$ cat config.mk
export PLATFORM = sky130hd
export DESIGN_NAME = immgen_pipe
export DESIGN_NICKNAME = d
export VERILOG_FILES = /design/src/rtl/immgen_pipe.sv
export SDC_FILE = /design/constraint.sdc
export NUM_CORES = 1
export LEC_CHECK = 0
export BUFFER_PORTS_ARGS = -buffer_cell sky130_fd_sc_hd__buf_2
export CORE_AREA = 3 3 129 131
export DETAILED_ROUTE_END_ITERATION = 6
export DIE_AREA = 0 0 132 134
export SLEW_MARGIN = 20
export SYNTH_ARGS = -nofsm -noshare
export SYNTH_HDL_FRONTEND = slang
export SYNTH_SLANG_ARGS = --single-unit
$ cat constraint.sdc
create_clock -name clk_i -period 2 [get_ports clk_i]
set_clock_uncertainty 0.05 [all_clocks]
set_input_delay 0 -clock clk_i [delete_from_list [all_inputs] [get_ports clk_i]]
set_output_delay 0 -clock clk_i [all_outputs]
set_load 0.01 [all_outputs]
$ cat src/rtl/immgen_pipe.sv
// -----------------------------------------------------------------------------
// immgen_pipe
// Registered, flow-controlled RISC-V immediate generator sitting between fetch
// and decode/execute. One instruction per cycle is accepted over valid/ready.
// The block decodes the immediate format, sign-extends the immediate to XLEN
// and forwards a sideband tag. A two-entry store lets it run at full rate while
// the consumer stalls:
//   - or_* registers : the output register, which drives the outputs
//   - sk_* registers : the skid register, which catches the word accepted in
//                      the cycle the consumer first stalls
// in_ready_o is a register, so there is no combinational path from out_ready_i.
//
// Optional feature (compile-time macro IMMGEN_ILLEGAL_EN):
//   defined   - illegal_o flags words whose low bits are not 2'b11 or whose
//               opcode is not recognised. Such words carry imm 0 and fmt NONE.
//               The flag is stored per entry and passes through the skid
//               register with the rest of the entry.
//   undefined - illegal_o is tied low and no flag storage is built.
// -----------------------------------------------------------------------------
module immgen_pipe #(
    parameter int XLEN  = 32,
    parameter int TAG_W = 5
) (
    input  logic             clk_i,
    input  logic             rst_ni,
    input  logic             flush_i,
    input  logic             in_valid_i,
    output logic             in_ready_o,
    input  logic [31:0]      instr_i,
    input  logic [TAG_W-1:0] tag_i,
    output logic             out_valid_o,
    input  logic             out_ready_i,
    output logic [XLEN-1:0]  imm_o,
    output logic [2:0]       fmt_o,
    output logic [TAG_W-1:0] tag_o,
    output logic             illegal_o
);

    localparam bit IS_RV64 = (XLEN == 64);

    // Occupancy: how many results are held (0, 1 or 2).
    localparam logic [1:0] ST_EMPTY = 2'd0;
    localparam logic [1:0] ST_ONE   = 2'd1;
    localparam logic [1:0] ST_TWO   = 2'd2;

    localparam logic [2:0] FMT_NONE = 3'd0;
    localparam logic [2:0] FMT_I    = 3'd1;
    localparam logic [2:0] FMT_S    = 3'd2;
    localparam logic [2:0] FMT_B    = 3'd3;
    localparam logic [2:0] FMT_U    = 3'd4;
    localparam logic [2:0] FMT_J    = 3'd5;

    // Major opcodes, instr[6:2].
    localparam logic [4:0] OPC_LOAD    = 5'b00000;
    localparam logic [4:0] OPC_OPIMM   = 5'b00100;
    localparam logic [4:0] OPC_AUIPC   = 5'b00101;
    localparam logic [4:0] OPC_OPIMM32 = 5'b00110;
    localparam logic [4:0] OPC_STORE   = 5'b01000;
    localparam logic [4:0] OPC_LUI     = 5'b01101;
    localparam logic [4:0] OPC_BRANCH  = 5'b11000;
    localparam logic [4:0] OPC_JALR    = 5'b11001;
    localparam logic [4:0] OPC_JAL     = 5'b11011;
    localparam logic [4:0] OPC_SYSTEM  = 5'b11100;

    // Returns {fmt, imm32}. imm32 is already sign-extended to 32 bits. The
    // XLEN extension is done separately so this function does not depend on
    // XLEN.
    function automatic logic [34:0] decode32(input logic [31:0] instr);
        logic [2:0]  fmt;
        logic [31:0] raw;
        fmt = FMT_NONE;
        raw = 32'd0;
        case (instr[6:2])
            OPC_LOAD, OPC_OPIMM, OPC_JALR, OPC_SYSTEM: begin
                fmt = FMT_I;
                raw = {{20{instr[31]}}, instr[31:20]};
            end
            OPC_OPIMM32: begin
                // The *W immediate forms exist only on RV64.
                if (IS_RV64) begin
                    fmt = FMT_I;
                    raw = {{20{instr[31]}}, instr[31:20]};
                end else begin
                    fmt = FMT_NONE;
                    raw = 32'd0;
                end
            end
            OPC_STORE: begin
                fmt = FMT_S;
                raw = {{20{instr[31]}}, instr[31:25], instr[11:7]};
            end
            OPC_BRANCH: begin
                fmt = FMT_B;
                raw = {{19{instr[31]}}, instr[31], instr[7], instr[30:25],
                       instr[11:8], 1'b0};
            end
            OPC_LUI, OPC_AUIPC: begin
                fmt = FMT_U;
                raw = {instr[31:12], 12'd0};
            end
            OPC_JAL: begin
                fmt = FMT_J;
                raw = {{11{instr[31]}}, instr[31], instr[19:12], instr[20],
                       instr[30:21], 1'b0};
            end
            default: begin
                fmt = FMT_NONE;
                raw = 32'd0;
            end
        endcase
        return {fmt, raw};
    endfunction

`ifdef IMMGEN_ILLEGAL_EN
    // A word is legal when it is a 32-bit encoding (low bits 2'b11) with a
    // recognised opcode. OP-IMM-32 counts as recognised only on RV64.
    function automatic logic is_legal(input logic [31:0] instr);
        logic known;
        case (instr[6:2])
            OPC_LOAD, OPC_OPIMM, OPC_AUIPC, OPC_STORE, OPC_LUI,
            OPC_BRANCH, OPC_JALR, OPC_JAL, OPC_SYSTEM: known = 1'b1;
            OPC_OPIMM32: known = IS_RV64;
            default:     known = 1'b0;
        endcase
        return known & (instr[1:0] == 2'b11);
    endfunction
`endif

    logic [1:0]       state_r;
    logic [1:0]       state_nxt_s;
    logic             in_ready_r;
    logic             out_valid_r;
    logic             accept_s;
    logic             pop_s;
    logic             ld_or_new_s;
    logic             ld_or_sk_s;
    logic             ld_sk_s;

    logic [34:0]      dec_raw_s;
    logic [31:0]      dec_imm32_s;
    logic [2:0]       dec_fmt_s;
    logic [XLEN-1:0]  dec_imm_s;

    logic [XLEN-1:0]  or_imm_r;
    logic [2:0]       or_fmt_r;
    logic [TAG_W-1:0] or_tag_r;
    logic [XLEN-1:0]  sk_imm_r;
    logic [2:0]       sk_fmt_r;
    logic [TAG_W-1:0] sk_tag_r;

`ifdef IMMGEN_ILLEGAL_EN
    logic             dec_ill_s;
    logic             or_ill_r;
    logic             sk_ill_r;
`else
    // Low opcode bits only matter when the illegal check is built.
    logic             unused_instr_lsb_s;
    assign unused_instr_lsb_s = &{1'b0, instr_i[1:0]};
`endif

    assign accept_s = in_valid_i & in_ready_r;
    assign pop_s    = out_valid_r & out_ready_i;

    // Decode the incoming word and sign-extend its immediate to XLEN.
    always_comb begin
        dec_raw_s = decode32(instr_i);
`ifdef IMMGEN_ILLEGAL_EN
        dec_ill_s = ~is_legal(instr_i);
        if (dec_ill_s) begin
            dec_fmt_s   = FMT_NONE;
            dec_imm32_s = 32'd0;
        end else begin
            dec_fmt_s   = dec_raw_s[34:32];
            dec_imm32_s = dec_raw_s[31:0];
        end
`else
        dec_fmt_s   = dec_raw_s[34:32];
        dec_imm32_s = dec_raw_s[31:0];
`endif
        dec_imm_s = {XLEN{1'b0}};
        for (int i = 0; i < XLEN; i++) begin
            if (i < 32) begin
                dec_imm_s[i] = dec_imm32_s[i[4:0]];
            end else begin
                dec_imm_s[i] = dec_imm32_s[31];
            end
        end
    end

    // Occupancy next-state and register load enables. Flush wins over
    // everything.
    always_comb begin
        state_nxt_s = state_r;
        ld_or_new_s = 1'b0;
        ld_or_sk_s  = 1'b0;
        ld_sk_s     = 1'b0;
        if (flush_i) begin
            state_nxt_s = ST_EMPTY;
        end else begin
            case (state_r)
                ST_EMPTY: begin
                    if (accept_s) begin
                        ld_or_new_s = 1'b1;
                        state_nxt_s = ST_ONE;
                    end else begin
                        state_nxt_s = ST_EMPTY;
                    end
                end
                ST_ONE: begin
                    if (accept_s && pop_s) begin
                        ld_or_new_s = 1'b1;
                        state_nxt_s = ST_ONE;
                    end else if (accept_s) begin
                        ld_sk_s     = 1'b1;
                        state_nxt_s = ST_TWO;
                    end else if (pop_s) begin
                        state_nxt_s = ST_EMPTY;
                    end else begin
                        state_nxt_s = ST_ONE;
                    end
                end
                ST_TWO: begin
                    if (pop_s) begin
                        ld_or_sk_s  = 1'b1;
                        state_nxt_s = ST_ONE;
                    end else begin
                        state_nxt_s = ST_TWO;
                    end
                end
                default: begin
                    state_nxt_s = ST_EMPTY;
                end
            endcase
        end
    end

    // Occupancy state plus the registered handshake outputs derived from it.
    always_ff @(posedge clk_i or negedge rst_ni) begin
        if (!rst_ni) begin
            state_r     <= ST_EMPTY;
            in_ready_r  <= 1'b0;
            out_valid_r <= 1'b0;
        end else begin
            state_r     <= state_nxt_s;
            in_ready_r  <= (state_nxt_s != ST_TWO);
            out_valid_r <= (state_nxt_s != ST_EMPTY);
        end
    end

    // Output register: loads a new decode or the skid entry, else holds.
    always_ff @(posedge clk_i or negedge rst_ni) begin
        if (!rst_ni) begin
            or_imm_r <= {XLEN{1'b0}};
            or_fmt_r <= FMT_NONE;
            or_tag_r <= {TAG_W{1'b0}};
        end else if (ld_or_new_s) begin
            or_imm_r <= dec_imm_s;
            or_fmt_r <= dec_fmt_s;
            or_tag_r <= tag_i;
        end else if (ld_or_sk_s) begin
            or_imm_r <= sk_imm_r;
            or_fmt_r <= sk_fmt_r;
            or_tag_r <= sk_tag_r;
        end else begin
            or_imm_r <= or_imm_r;
            or_fmt_r <= or_fmt_r;
            or_tag_r <= or_tag_r;
        end
    end

    // Skid register: captures the word accepted while the output is stalled.
    always_ff @(posedge clk_i or negedge rst_ni) begin
        if (!rst_ni) begin
            sk_imm_r <= {XLEN{1'b0}};
            sk_fmt_r <= FMT_NONE;
            sk_tag_r <= {TAG_W{1'b0}};
        end else if (ld_sk_s) begin
            sk_imm_r <= dec_imm_s;
            sk_fmt_r <= dec_fmt_s;
            sk_tag_r <= tag_i;
        end else begin
            sk_imm_r <= sk_imm_r;
            sk_fmt_r <= sk_fmt_r;
            sk_tag_r <= sk_tag_r;
        end
    end

`ifdef IMMGEN_ILLEGAL_EN
    // Per-entry illegal flag, moved with the output and skid registers.
    always_ff @(posedge clk_i or negedge rst_ni) begin
        if (!rst_ni) begin
            or_ill_r <= 1'b0;
            sk_ill_r <= 1'b0;
        end else begin
            if (ld_or_new_s) begin
                or_ill_r <= dec_ill_s;
            end else if (ld_or_sk_s) begin
                or_ill_r <= sk_ill_r;
            end else begin
                or_ill_r <= or_ill_r;
            end
            if (ld_sk_s) begin
                sk_ill_r <= dec_ill_s;
            end else begin
                sk_ill_r <= sk_ill_r;
            end
        end
    end

    assign illegal_o = or_ill_r;
`else
    assign illegal_o = 1'b0;
`endif

    assign in_ready_o  = in_ready_r;
    assign out_valid_o = out_valid_r;
    assign imm_o       = or_imm_r;
    assign fmt_o       = or_fmt_r;
    assign tag_o       = or_tag_r;

endmodule

# Word level (Yosys, flattened, before mapping)
# Cells that the tools add are included.
# op_classes
magnitude_cmp,0
div,0
shift,0
n_reduce_logical,7
eq_ne,11
muxes,25
bitwise,2
multipliers,0
add_sub_neg,0
# op_table
op,n
one-hot mux 32 bit (5 select lines),1
two-way mux 32 bit,2
equality test 5 bit (second input constant),4
one-hot mux 3 bit (5 select lines),1
two-way mux 1 bit,11
equality test 5 x 3 -> 1 bit (second input constant),2
equality test 5 x 4 -> 1 bit (second input constant),2
two-way mux 5 bit,2
two-way mux 2 bit,4
two-way mux 3 bit,2
one-hot mux 2 bit (3 select lines),1
zero test 5 bit,1
nonzero test 2 bit,2
OR reduction 4 bit,1
bitwise AND 1 bit,2
equality test 2 x 1 -> 1 bit (second input constant),1
equality test 2 bit (second input constant),1
zero test 2 bit,1
inequality test 2 bit (second input constant),1
one-hot mux 1 bit (2 select lines),1
OR reduction 2 bit,1
logical AND 1 bit,1
# totals
in_bits,42
latchBits,0
ramBits,0
mem_bits_ro,0
n_memories,0
reg_bits,84
out_inout_bits,43
wordCells,54

# Longest topological paths before layout
# Gate-level depths: netlist (run 1).
# logic_depth
ltp_word,7
depth_mapped,8
mapped_depth_nobuf,7

# Least setup slack after synthesis (run 1)
# OpenSTA, ideal clock, no wires.
# synth_path
path_kind,register to register
from,register out_valid_r (netlist: out_valid_o)
to,register or_imm_r[12] (netlist: imm_o[12])
n_path_buf,2
period_less_slack_ns,1.972
t_arrival_ns,1.771
slack_ns,0.028
t_required_ns,1.799
setup_ns,0.151
path_stages_with_launch,9
path_cell_list,dfrtp_1 -> nand2_1 -> inv_1 -> ha_1 -> and2_1 -> o21ai_2 -> buf_2 -> buf_1 -> a32oi_1
# synth_via
elab_chain_cells,6
word_cells_on_any_way,10
cone_classes,7 x mux; 1 x bitwise; 2 x reduce/logical
# synth_rtl
element,line_no,source
from (decl),132,logic out_valid_r;
from (signal assigned),246,out_valid_r <= (state_nxt_s != ST_EMPTY);
bitwise AND 1 bit (*),162,assign pop_s = out_valid_r & out_ready_i;
logical AND 1 bit,210,if (accept_s && pop_s) begin
two-way mux 1 bit,210,
one-hot mux 1 bit (2 select lines),200,case (state_r)
two-way mux 1 bit,197,if (flush_i) begin
two-way mux 32 bit / nonzero test 2 bit (equally long branches),--,
to (signal assigned),253,or_imm_r <= {XLEN{1'b0}};
to (signal assigned),257,or_imm_r <= dec_imm_s;
to (signal assigned),261,or_imm_r <= sk_imm_r;
to (decl),144,logic [XLEN-1:0] or_imm_r;
# Mark *: on every way between the ends. The rest lies on a longest branch, timed or not.
# A chain may end at the register's enable or synchronous reset.

# Worst setup path after layout (run 1)
# layout_path
from,register out_valid_r (netlist: out_valid_o)
to,register or_imm_r[6] (netlist: imm_o[6])
# Same word-level chain as after synthesis.

==> results of run 1 <==
==> metrics by stage <==
step	TNS, ns	instance area, um2	worst slack [ns]	hold slack (ns)
final	0	5290	0.100	0.0254
after global routing	-0.00879	5290	-0.00868	0.0532
after CTS	0	5280	0.0491	0.0108
after detailed placement	0	4630	0.0823	-0.00539
after global placement	0	4630	0.128	-0.0195
after floorplan	0	3890	0.0284	-0.346
==> registers in the layout, summed over array words and instances (netlist names) <==
| name | flops |
|---|---|
| in_ready_o | 1 |
| sk_fmt_r | 3 |
| imm_o | 32 |
| sk_tag_r | 5 |
| sk_imm_r | 32 |
| tag_o | 5 |
| out_valid_o | 1 |
| state_r | 2 |
| fmt_o | 3 |
==> timing repair <==
item | CTS | global route
gates resized for setup | 0 | 2
buffers inserted | 0 | 0
hold endpoints to repair | 113 | 0
setup endpoints to repair | 0 | 13
hold buffers | 31 | 0
==> worst max-delay path, cell delays in order, from the launching register on <==
cell and delay [ns]:
dfrtp_1 0.40, nand2_1 0.15, inv_1 0.08, ha_1 0.18
and2_1 0.18, o21ai_4 0.23, nor2_1 0.17, a221o_1 0.34
==> power by group <==
part / leakage, nW / switching, mW / total [mW] / internal, mW
Combinational: 1.43 / 0.595 / 1.11 / 0.520
Sequential: 1.06 / 0.237 / 2.37 / 2.14
Clock: 0.160 / 0.640 / 1.86 / 1.22
Total: 2.65 / 1.47 / 5.34 / 3.87
==> worst paths after layout <==
kind / start / slack, ns / to / cells after the start
min in group asynchronous: rst_ni / 0.16 / imm_o[12]$_DFFE_PN0P_ / 2
max in group asynchronous: rst_ni / 1.10 / imm_o[30]$_DFFE_PN0P_ / 3
max reg2reg: out_valid_o$_DFF_PN0_ / 0.10 / imm_o[6]$_DFFE_PN0P_ / 7
max: out_valid_o$_DFF_PN0_ / 0.10 / imm_o[6]$_DFFE_PN0P_ / 7
min: instr_i[31] / 0.03 / imm_o[11]$_DFFE_PN0P_ / 3
min reg2reg: sk_tag_r[2]$_DFFE_PN0P_ / 0.43 / sk_tag_r[2]$_DFFE_PN0P_ / 2
==> cells by family (layout without fill, tap and decap cells) <==
family	Yosys count	in the layout	synth area share (%)
AO/OA/AOI/OAI	107	107	17.6
adder cells (fa/ha/maj)	2	2	0.643
buffers and inverters	35	151	3.95
flip-flops	84	84	54.0
multiplexers	31	31	7.97
other	1	2	0.0963
AND/OR/NAND/NOR	137	137	15.8
==> cell type report <==
cell class	count	area, um2	area share, %
clock buffers	11	233	4.40
multi-input cells	278	1660	31.4
inverters	6	22.5	0.426
well taps	216	270	5.11
repair buffers	130	898	17.0
clock inverters	4	98.8	1.87
diodes	1	2.50	0.0473
flip-flops and latches	84	2100	39.8
==> metal layers <==
layer	global-route usage (%)	vias up	share of wire [%]	wire (um)
li1	-	1624	-	-
met1	16.6	1654	45	4950
met2	20.9	103	48	5300
met3	3.49	8	5.6	618
met4	3.15	0	0.84	92
met5	0	-	0	0
==> placed cells by master, fill, tap and decap left out, drive strengths merged, types with 2 or more instances in the layout <==
master	n
mux2i	31
dlygate4sd3	31
or3b	3
or2	3
a221o	6
and3	9
o21ai	20
buf	99
nand2b	2
and2	2
nand3b	2
a22o	6
nand2	78
a32oi	11
ha	2
nand3	4
clkbuf	11
a31oi	10
dfrtp	84
nor2	27
and3b	2
nor2b	2
bufinv	3
a21oi	41
inv	6
a22oi	4
==> flow_summary.ini, run 1 <==
[status]
status = complete, no violations

[detailed_routing]
finalWirelength_um = 11000
first_iter_violations = 168
firstDrtPassIters = 5
ant_nets = 0
vias = 3389
via_per_inst = 4.64
drc = 0
routedWlPerCell_um = 15.0

[cells_and_area]
utilization_pct = 33.6
fin_nets = 553
final.fill_count = 1595
final_cell_count_no_fill = 730
syn_to_final_growth_pct = 35.8
final_layout_size_suffix_gt1_share_pct = 23.8

[power]
p_leak_nw = 2.65
p_total_mw = 5.34
p_per_area_mw_per_mm2 = 1010
ir_drop_uv = 465

[clock_network]
cts_tree = built
cts_root_buf = clkbuf_16
clockBufferDepth = 2
cts_made_buffers = 9
htreeDepth = 3
worstSkewPairLatency_ns = 0.33
clk_pin_slew_ns = 0.06
cts_sinks = 84

[placed_design]
routabilityCongestion = 0.751
detailed_place_hpwl_um = 7790
io_buffer_count = 81
dp.cells = 683

[synthesis]
synthTopCellsByArea = dfrtp_1, mux2i_1, nand2_1
synthDistinctLibCells = 44
synth.avg_cell_area_um2 = 9.80
syn-num-nets = 441
yosysMostFrequentCell = dfrtp_1
async_reset_ff_share_pct = 100
ys_warn_count = 0
synthTopCellsByCount = dfrtp_1, nand2_1, a21oi_1
ys_seq_elements = 84
synth-edff-count = 0
netlist_instances = 397
netlist_area_mm2 = 0.00389
seq_area_frac_synth_pct = 54.0
synth_top_area_share_pct = 54.0
yosysTopAreaCell = dfrtp_1
ys.flop_type = dfrtp_1

[job]
drv_cap = 0

[floorplanning]
floorplan.die.height_um = 134
dieArea_mm2 = 0.0177
start_util_pct = 24.8
core_area_mm2 = 0.0157
die_x_um = 132
fp-row-count = 46
pin_count = 85

[critical_path]
required_ns = 2.16
critPathArrivalTime_ns = 2.06
critPathKind = register to register
crit_path_start_kind = register
endpoint_kind = register
path_max_fanout = 6

[sta]
tightest_slew_ns = 0.594
rsz0062_at_grt = yes
final.min_clock_period_ns = 1.90
max_slew_margin_pct = 60.4
finalHoldViolations = 0
setup_viol = 0
timing.fmax_mhz = 526
slew_violations = 0
min_period_over_period_pct = 95.0

[grt]
antenna_found_initial = 1
grt_pass1_wl_um = 18100
grt_use_total_pct = 12.7
grt_max_degree = 45
grt_pass1_vias = 3429
grt_overflow = 0

[worst_hold_path]
hp-class = primary input to register
Note: power is estimated with default switching activity, not from simulation.
==> run 2: changes to the inputs <==
- CAP_MARGIN: not set -> 10
- SETUP_SLACK_MARGIN: not set -> 0.15
==> run 2 against run 1 <==
Net effect:
- critical endpoint is now imm_o[9]$_DFFE_PN0P_
- wire length rose by 1.8%
- global-route usage is 0.17 points lower
- design area rose by 1.7%
- flip-flop and latch count unchanged
- worst hold slack better by 0.029 ns
==> flow_summary.ini, run 2 (synthesis gave the netlist of run 1 again) <==
[grt]
use_met1_pct = 16.4
grt_use_total_pct = 12.5
grt_max_degree = 44
met3_usage_pct = 3.30
grt_pass1_vias = 3404
met2_usage_pct = 20.2
grt_overflow = 0
grt_pass1_wl_um = 17700
antenna_found_initial = 1
busiest_layer = met2

[sta]
worst_slack_ns = 0.225
setup_viol = 0
slew_violations = 0
timing.fmax_mhz = 563
final.min_clock_period_ns = 1.77
max_slew_margin_pct = 64.0
min_period_over_period_pct = 88.7
tightest_slew_ns = 0.540
rsz0062_at_grt = yes
finalHoldViolations = 0
fin_tns_setup_ns = 0

[floorplanning]
dieArea_mm2 = 0.0177
die_x_um = 132
start_util_pct = 24.8
floorplan.die.height_um = 134
core_area_mm2 = 0.0157
fp-row-count = 46
pin_count = 85

[power]
internal-power_mw = 3.55
pwr-share-clk_pct = 30.9
switchingPower_mw = 1.55
power.share.switching_pct = 30.4
ir_drop_uv = 406
combPwrFrac_pct = 22.8
power_frac_seq_pct = 46.4
p_leak_nw = 2.69
p_per_area_mw_per_mm2 = 949

[cells_and_area]
layout_common_cells = dfrtp_1, buf_2, nand2_1
multiInputGateArea_mm2 = 0.00167
final_layout_size_suffix_gt1_share_pct = 25.7
seq_area_mm2 = 0.00210
fin_nets = 560
final.fill_count = 1583
antenna_cells = 0
syn_to_final_growth_pct = 38.1
final_common_cell = dfrtp_1

[clock_network]
cts_tree = built
clk_pin_slew_ns = 0.06
cts_made_buffers = 9
cts_sinks = 84
worstSkewPairLatency_ns = 0.34
cts_root_buf = clkbuf_16
clockBufferDepth = 2
htreeDepth = 3

[detailed_routing]
vias = 3367
first_iter_violations = 254
finalWirelength_um = 11200
ant_nets = 0
firstDrtPassIters = 4
routedWlPerCell_um = 15.1
drc = 0
via_per_inst = 4.57

[critical_path]
path_max_fanout = 17
required_ns = 2.16
critPathKind = register to register
endpoint_kind = register
crit_path_start_kind = register
critPathArrivalTime_ns = 1.94

[placed_design]
detailed_place_hpwl_um = 7490
io_buffer_count = 81
routabilityCongestion = 0.838
post-place-ws_ns = 0.0978

[job]
drv_cap = 0

[worst_hold_path]
hp-class = primary input to register

[status]
status = complete, no violations
## run 2: final timing paths
check	from	end	slack, ns	cells after the start
min reg2reg	sk_tag_r[4]$_DFFE_PN0P_	sk_tag_r[4]$_DFFE_PN0P_	0.43	2
max reg2reg	state_r[0]$_DFF_PN0_	imm_o[9]$_DFFE_PN0P_	0.23	7
max in group asynchronous	rst_ni	imm_o[19]$_DFFE_PN0P_	1.07	3
min in group asynchronous	rst_ni	sk_imm_r[12]$_DFFE_PN0P_	0.15	3
max	state_r[0]$_DFF_PN0_	imm_o[9]$_DFFE_PN0P_	0.23	7
min	out_ready_i	state_r[1]$_DFF_PN0_	0.05	4
## run 2: power by group through the flow
stage	clock network, mW	registers (mW)	logic (mW)
after floorplan	0	2.44	0.552
after global placement	0	2.38	1.04
after detailed placement	0	2.40	1.08
after CTS	1.63	2.37	1.13
after global routing	1.71	2.42	1.31
final	1.58	2.37	1.16
## run 2: layout make-up
cell class                      instances  share of cell area [%]
Clock buffer                            9                    4.19
Clock inverter                          7                    1.07
Inverter                                6                   0.419
Multi-Input combinational cell        278                    31.1
Sequential cell                        84                    39.1
Tap cell                              216                    5.03
Timing Repair Buffer                  137                    19.1
## run 2: critical path: stages (launching register included)
cell,delay (ns)
dfrtp_1,0.37
buf_4,0.15
and3b_1,0.25
o21ai_4,0.08
buf_12,0.16
buf_12,0.15
and3_1,0.17
a221o_1,0.27
## run 2: through the flow
| stage | utilization, % | instances | instance area (um2) | power, mW | hold slack (ns) |
|---|---|---|---|---|---|
| 4_1_cts | 33.5 | 732 | 5270 | 5.13 | 0.0512 |
| 6_report | 34.2 | 737 | 5380 | 5.10 | 0.0543 |
| 3_5_place_dp | 29.6 | 683 | 4650 | 3.47 | -0.227 |
| 5_1_grt | 34.2 | 737 | 5380 | 5.44 | 0.0959 |
| 2_1_floorplan | - | 397 | 3900 | 3.00 | -0.346 |
| 3_3_place_gp | 29.6 | 683 | 4650 | 3.42 | -0.225 |
## run 2: timing repair
action	CTS	global route
cloned	0	2
endpoints found under the setup margin	19	20
endpoints found under the hold margin	153	0
pin swaps	0	1
setup buffers	0	3
hold buffers	33	0
resized for setup	3	7
## run 2: per-layer routing
layer	vias to the layer above	part of all wire, %
li1	1636	-
met1	1619	46
met5	-	0.063
met4	2	1.0
met2	101	47
met3	9	5.4
